[config.mk]
export PLATFORM = sky130hd
export DESIGN_NAME = uart_block_sender
export DESIGN_NICKNAME = d
export VERILOG_FILES = /design/src/rtl/uart_block_sender.sv
export SDC_FILE = /design/constraint.sdc
export NUM_CORES = 1
export LEC_CHECK = 0
export BUFFER_PORTS_ARGS = -buffer_cell sky130_fd_sc_hd__buf_4
export CAP_MARGIN = 20
export CORE_MARGIN = 8
export CORE_UTILIZATION = 55
export CTS_BUF_LIST = sky130_fd_sc_hd__clkbuf_8
export CTS_CLUSTER_DIAMETER = 80
export DETAILED_ROUTE_END_ITERATION = 8
export PLACE_DENSITY = 0.88
export SYNTH_ARGS = -nofsm -noshare
export SYNTH_HDL_FRONTEND = slang
export SYNTH_SLANG_ARGS = --single-unit
[constraint.sdc]
create_clock -name clk -period 2.5 [get_ports clk]
set_input_delay 0.5 -clock clk [delete_from_list [all_inputs] [get_ports clk]]
set_output_delay 0.5 -clock clk [all_outputs]
set_load 0.005 [all_outputs]
[src/rtl/uart_block_sender.sv]
// uart_block_sender: latches an NBYTES*8-bit block and feeds it byte by byte to a uart over we/busy.
// Optional HEX_ASCII_EN: each byte goes out as two uppercase ASCII hex chars, then CR, LF.
module uart_block_sender #(
  parameter int NBYTES     = 16,
  parameter int MSB_FIRST  = 1,
  parameter int BUSY_LAT   = 2,
  parameter int GAP_CYCLES = 0
) (
  input  logic                        clk,
  input  logic                        rst_n,
  input  logic                        i_start,
  input  logic [NBYTES*8-1:0]         i_data,
  output logic                        o_busy,
  output logic                        o_done,
  output logic                        o_uart_we,
  output logic [7:0]                  o_uart_byte,
  input  logic                        i_uart_busy,
  output logic [$clog2(NBYTES+1)-1:0] o_byte_idx,
  output logic [2:0]                  o_state
);

  localparam int DW = NBYTES * 8;
  localparam int IW = $clog2(NBYTES + 1);
`ifdef HEX_ASCII_EN
  localparam int NXFER = 2 * NBYTES + 2;
`else
  localparam int NXFER = NBYTES;
`endif
  localparam int XW   = (NXFER > 1) ? $clog2(NXFER) : 1;
  localparam int CMAX = (BUSY_LAT > GAP_CYCLES) ? BUSY_LAT : GAP_CYCLES;
  localparam int CW   = $clog2(CMAX + 1);
  localparam logic [XW-1:0] LAST_XFER = XW'(NXFER - 1);

  typedef enum logic [2:0] {
    S_IDLE, S_SEND, S_SETTLE, S_WAIT, S_GAP, S_DONE
  } state_t;

  state_t          state;
  logic [DW-1:0]   shadow;
  logic [XW-1:0]   xfer;
  logic [CW-1:0]   cnt;

  // Handshake: o_uart_we is a one-cycle strobe with o_uart_byte already valid; i_uart_busy
  // is ignored until BUSY_LAT cycles after the strobe, and the next strobe waits for it to be low.
  assign o_state = state;

  // Source byte for a transfer; CR/LF transfers clamp to the last byte.
  function automatic int src_idx(input logic [XW-1:0] x);
    int s;
`ifdef HEX_ASCII_EN
    s = int'(x) / 2;
`else
    s = int'(x);
`endif
    if (s > NBYTES - 1) s = NBYTES - 1;
    return s;
  endfunction

  function automatic logic [7:0] sel_byte(input logic [DW-1:0] blk, input int k);
    int s;
    s = (MSB_FIRST != 0) ? (NBYTES - 1 - k) : k;
    return blk[s*8 +: 8];
  endfunction

  function automatic logic [7:0] xfer_char(input logic [DW-1:0] blk, input logic [XW-1:0] x);
`ifdef HEX_ASCII_EN
    logic [7:0] b;
    logic [3:0] nib;
    logic [7:0] c;
    b   = sel_byte(blk, src_idx(x));
    nib = x[0] ? b[3:0] : b[7:4];
    c   = (nib < 4'd10) ? {4'h3, nib} : (8'h37 + {4'h0, nib});
    if (int'(x) == 2 * NBYTES) c = 8'h0D;
    else if (int'(x) == 2 * NBYTES + 1) c = 8'h0A;
    return c;
`else
    return sel_byte(blk, src_idx(x));
`endif
  endfunction

  always_ff @(posedge clk or negedge rst_n) begin
    if (!rst_n) begin
      state       <= S_IDLE;
      shadow      <= '0;
      xfer        <= '0;
      cnt         <= '0;
      o_busy      <= 1'b0;
      o_done      <= 1'b0;
      o_uart_we   <= 1'b0;
      o_uart_byte <= '0;
      o_byte_idx  <= '0;
    end else begin
      case (state)
        S_IDLE: begin
          if (i_start) begin
            shadow      <= i_data;
            xfer        <= '0;
            o_byte_idx  <= '0;
            o_uart_we   <= 1'b1;
            o_uart_byte <= xfer_char(i_data, '0);
            o_busy      <= 1'b1;
            state       <= S_SEND;
          end
        end
        S_SEND: begin
          o_uart_we <= 1'b0;
          cnt       <= CW'(BUSY_LAT - 1);
          state     <= S_SETTLE;
        end
        S_SETTLE: begin
          if (cnt == '0) state <= S_WAIT;
          else cnt <= cnt - 1'b1;
        end
        S_WAIT: begin
          if (!i_uart_busy) begin
            if (xfer == LAST_XFER) begin
              o_done <= 1'b1;
              state  <= S_DONE;
            end else begin
              xfer       <= xfer + 1'b1;
              o_byte_idx <= IW'(src_idx(xfer + 1'b1));
              if (GAP_CYCLES > 0) begin
                cnt   <= CW'(GAP_CYCLES - 1);
                state <= S_GAP;
              end else begin
                o_uart_we   <= 1'b1;
                o_uart_byte <= xfer_char(shadow, xfer + 1'b1);
                state       <= S_SEND;
              end
            end
          end
        end
        S_GAP: begin
          if (cnt == '0) begin
            o_uart_we   <= 1'b1;
            o_uart_byte <= xfer_char(shadow, xfer);
            state       <= S_SEND;
          end else begin
            cnt <= cnt - 1'b1;
          end
        end
        S_DONE: begin
          o_done <= 1'b0;
          o_busy <= 1'b0;
          state  <= S_IDLE;
        end
        default: state <= S_IDLE;
      endcase
    end
  end

endmodule

======== Word-level counts from Yosys, hierarchy flattened ========
Index checks and enable logic that the tools add are counted.
W data, S select, Z words.
storage, ports and cells
  flip-flop bits (word level) ............. 153
  bits in latches ......................... 0
  memory bits (writable) .................. 0
  ROM bits ................................ 0
  logic and storage cells ................. 75
  memories ................................ 0
cells by class
  add/subtract/negate cells ............... 4
  $mul .................................... 0
  divide/modulo/power cells ............... 0
  magnitude comparators ................... 0
  equal/unequal tests ..................... 13
  shift operators ......................... 2
  muxes and demuxes ....................... 30
  bitwise operators ....................... 0
  reduce and logical (&&, ||, !) cells .... 17
operators with widths
  operator               count
  $shiftx A128 B8 Y8     2
  $mux W8                4
  $pmux W8 S3            1
  $mux W3                5
  $mux W5                3
  $pmux W3 S5            1
  $ne A2 B2 Y1 const B   7
  $mux W4                3
  $pmux W5 S2            1
  $reduce_and A5 Y1      2
  $sub A4 B4 Y5 const A  2
  $pmux W4 S2            1
  $reduce_and A4 Y1      2
  $reduce_bool A2 Y1     4
  $eq A3 B2 Y1 const B   2
  $eq A3 B3 Y1 const B   2
  $mux W1                6
  $reduce_and A2 Y1      3
  $add A4 B1 Y4 const B  1
  $eq A4 B4 Y1 const B   1
  $pmux W1 S2            2
  $pmux W1 S4            1
  $pmux W2 S2            1
  $reduce_bool A4 Y1     1
  8 further kinds        8

======== Longest topological paths before layout ========
  word-level depth ........................ 6
  mapped depth ............................ 9
  mapped depth without buffers ............ 8

======== Least setup slack after synthesis ========
OpenSTA, ideal clock, no wires.
  path kind ............................... reg2reg
  start point ............................. reg, netlist name o_byte_idx[1]
  end point ............................... reg o_uart_byte[2]
  data arrival time ....................... 2.067 ns
  required time ........................... 2.366 ns
  path slack .............................. 0.299 ns
  stages on the path, launching flop included .. 9
  path buffers ............................ 2
  clock period less this slack ............ 2.201 ns
  path through ............................ dfrtp_1 -> ha_1 -> buf_2 -> buf_2 -> mux4_2 -> nand2_1 -> a21oi_1 -> a2111oi_0 -> a21oi_1
RTL lines
  what                  line  text
  to (signal assigned)  100   o_uart_byte <= xfer_char(i_data, '0);
  to (signal assigned)  127   o_uart_byte <= xfer_char(shadow, xfer + 1'b1);
  to (signal assigned)  136   o_uart_byte <= xfer_char(shadow, xfer);
  to (decl)             16    output logic [7:0] o_uart_byte,

==> results.cfg <==
[logic_synthesis]
synth_largest_area_cell = dfrtp_1
yosys-top-cells-area = dfrtp_1 46%, mux2_2 19%, mux4_2 7.3%
seq_area_frac_synth_pct = 46.16
post_synth.cell_area_avg_um2 = 12.03
number_of_warnings_reported_in_the_yosys_synthesis_log = 0
ys_seq_elements = 148
dominantRegCellSynth = dfrtp_1
post-synth-top-area-fraction_pct = 46.16
synth.top_cells.by_count = 148 x dfrtp_1, 138 x mux2_2, 48 x nand2_1
synth_cell_type_count = 55
area_of_the_mapped_netlist_um2 = 8023
syn_inst = 667
synth-async-reset-ratio_pct = 100.0
synth.most_common_cell = dfrtp_1
syn_nets = 801
synth-edff-count = 0

[place]
hpwl_um = 16730
placedCellCount = 981
preCtsSetupSlack_ps = 112.6
port-buffer-count = 149
place.gp.congestion = 0.8930

[clocking]
cts_buffers = 17
clkTransAtPathRegs_ps = 80
clock_sinks = 148
ctsHoldBuffers = 0
clkLatencyLatePin_ps = 460
htree_levels = 4
root_buffer = clkbuf_8
cts_tree = done
cts_max_path_buffers = 2

[floorplanning]
initial_core_utilization_pct = 55.83
row_count = 44
die_span_in_y_um = 136.8
core-area_um2 = 14370
top_level_ports = 151
die_w_um = 136.8
die_area_um2 = 18710

[route]
drtAntennaViolNets = 0
vias = 6419
drc_errors = 0
route.detailed.vias_per_inst = 6.343
drt_first_pass_iters = 7
drt_iter0_markers = 791
totalWireLength_um = 22730
detail_route.wl_per_cell_um = 22.46

[setup_path]
timing.setup.critical_path_class = reg2reg
startpoint_type = flip-flop
critical_path_arrival_ps = 2660
critPathMaxFanout = 7
required_ps = 2830
cp_capture_type = flip-flop

[global_routing]
global_route.usage.total_pct = 25.18
globalRoute.totalOverflow = 0
grt_first_pass_wirelength_um = 36100
largest_net_degree_at_the_start_of_global_routing = 79
grt_antenna_before_repair = 0
first_global_vias = 6742

[cells_and_area]
final_cell_count_no_fill = 1012
drive_above_1_share_pct = 46.86
area.growth.synth_to_final_pct = 22.16
antenna_cells_inserted = 0
finish.net_count = 950

[power]
netSwitchingPower_w = 0.004979
worst_ir_drop_on_vdd_v = 0.0006956
static-leakage-power_nw = 4.228
power.density_cell_area_nw_per_um2 = 1294
combinational_power_share_pct = 49.7
cellInternalPower_w = 0.007707
net_sw_share_pct = 39.25
p_clk_share_pct = 13.0
seq_power_share_pct = 37.3

[sta]
min_period_ps = 2336
timing_hold_violations_final = 0
finalClockSkew_ps = 12.40
worst_slack_ps = 164.2
max_freq_ghz = 0.4281
fin_crit_sh_pct = 93.43
grt_setup_unrepaired = false
timing.final.setup_violations = 0
max-slew-margin-rel_pct = 54.47
fin_tns_setup_ps = 0
timing_worst_slew_pin_value_ps = 680.5
maxSlewViolCount = 0

[run]
max_cap_viol_count = 0

[outcome]
outcome = finished clean

[min_path]
hp-class = in2async
state kept, by name, summed over array words and instances, names as in the netlist:
register	count
o_done	1
cnt	2
shadow	128
o_busy	1
o_uart_byte	8
o_state	3
o_uart_we	1
o_byte_idx	4
placed cells by master, fill, tap and decap left out, types with 17 or more instances in the layout:
master	count
buf_4	176
dfrtp_1	147
mux2_2	138
nand2_1	48
mux2i_1	30
o21ai_0	28
mux4_2	26
nor2_1	21
o22ai_1	21
clkbuf_8	19
a21oi_1	17
o221ai_1	17
worst max-delay path, stage by stage (launching register included):
cell	delay (ps)
dfrtp_4	510
ha_2	510
buf_12	160
mux4_2	290
nand2_1	80
a21oi_1	90
a2111oi_0	430
a21oi_1	140
layer usage:
metal	global-route usage (%)	share of wire, %	up-vias
met5	0	0	-
met2	39.80	48	354
li1	-	-	2844
met3	7.342	9.0	58
met4	9.173	2.4	0
met1	32.36	40	3163
repair_timing:
| action | in CTS | in global routing |
|---|---|---|
| buffers inserted | 0 | 0 |
| endpoints found under the setup margin | 0 | 8 |
| resized for setup | 0 | 3 |
layout make-up:
| class | instances | area, um^2 |
|---|---|---|
| multi-input combinational | 454 | 4026 |
| clock inverter | 12 | 86.33 |
| timing repair buffer | 182 | 1440 |
| tap | 184 | 230.2 |
| sequential | 148 | 3707 |
| fill | 1058 | 4568 |
| clock buffer | 19 | 261.5 |
| inverter | 13 | 48.80 |
final timing paths:
check | end | startpoint | cells after the start | slack [ps]
max in group asynchronous | shadow[43] | rst_n | 2 | 1690
max reg2reg | o_uart_byte[5] | o_byte_idx[0] | 7 | 160
min in group clk | shadow[16] | i_data[16] | 3 | 270
min reg2reg | shadow[25] | shadow[25] | 1 | 530
max | o_uart_byte[5] | o_byte_idx[0] | 7 | 160
min | shadow[91] | rst_n | 1 | 20
metrics by stage:
step	area, um^2	utilization [%]	hold slack (ps)	power (W)
CTS	9784	68.09	7.198	0.01256
finish	9801	68.21	15.49	0.01269
detailed placement	9437	65.67	508.2	0.01086
global route	9801	68.21	19.88	0.01345
global placement	9437	65.67	500.1	0.01057
floorplan	8023	-	204.4	0.008836
cells by family after synthesis:
family | after synthesis | synth area share, %
buffers and inverters | 65 | 3.883
XOR/XNOR | 1 | 0.1092
AO/OA/AOI/OAI | 136 | 11.68
adder cells (fa/ha/maj) | 2 | 0.3119
AND/OR/NAND/NOR | 120 | 7.393
flip-flops | 148 | 46.16
multiplexers | 194 | 30.41
other | 1 | 0.04674
power groups by stage:
stage                     clock network (W)  registers, W  logic [W]
after floorplan                           0       0.00422    0.00461
after global placement                    0       0.00458    0.00598
after detailed placement                  0       0.00470    0.00616
after CTS                           0.00167       0.00467    0.00621
after global routing                0.00180       0.00485    0.00681
final                               0.00165       0.00473    0.00630
Note: power is estimated with default switching activity, not from simulation.
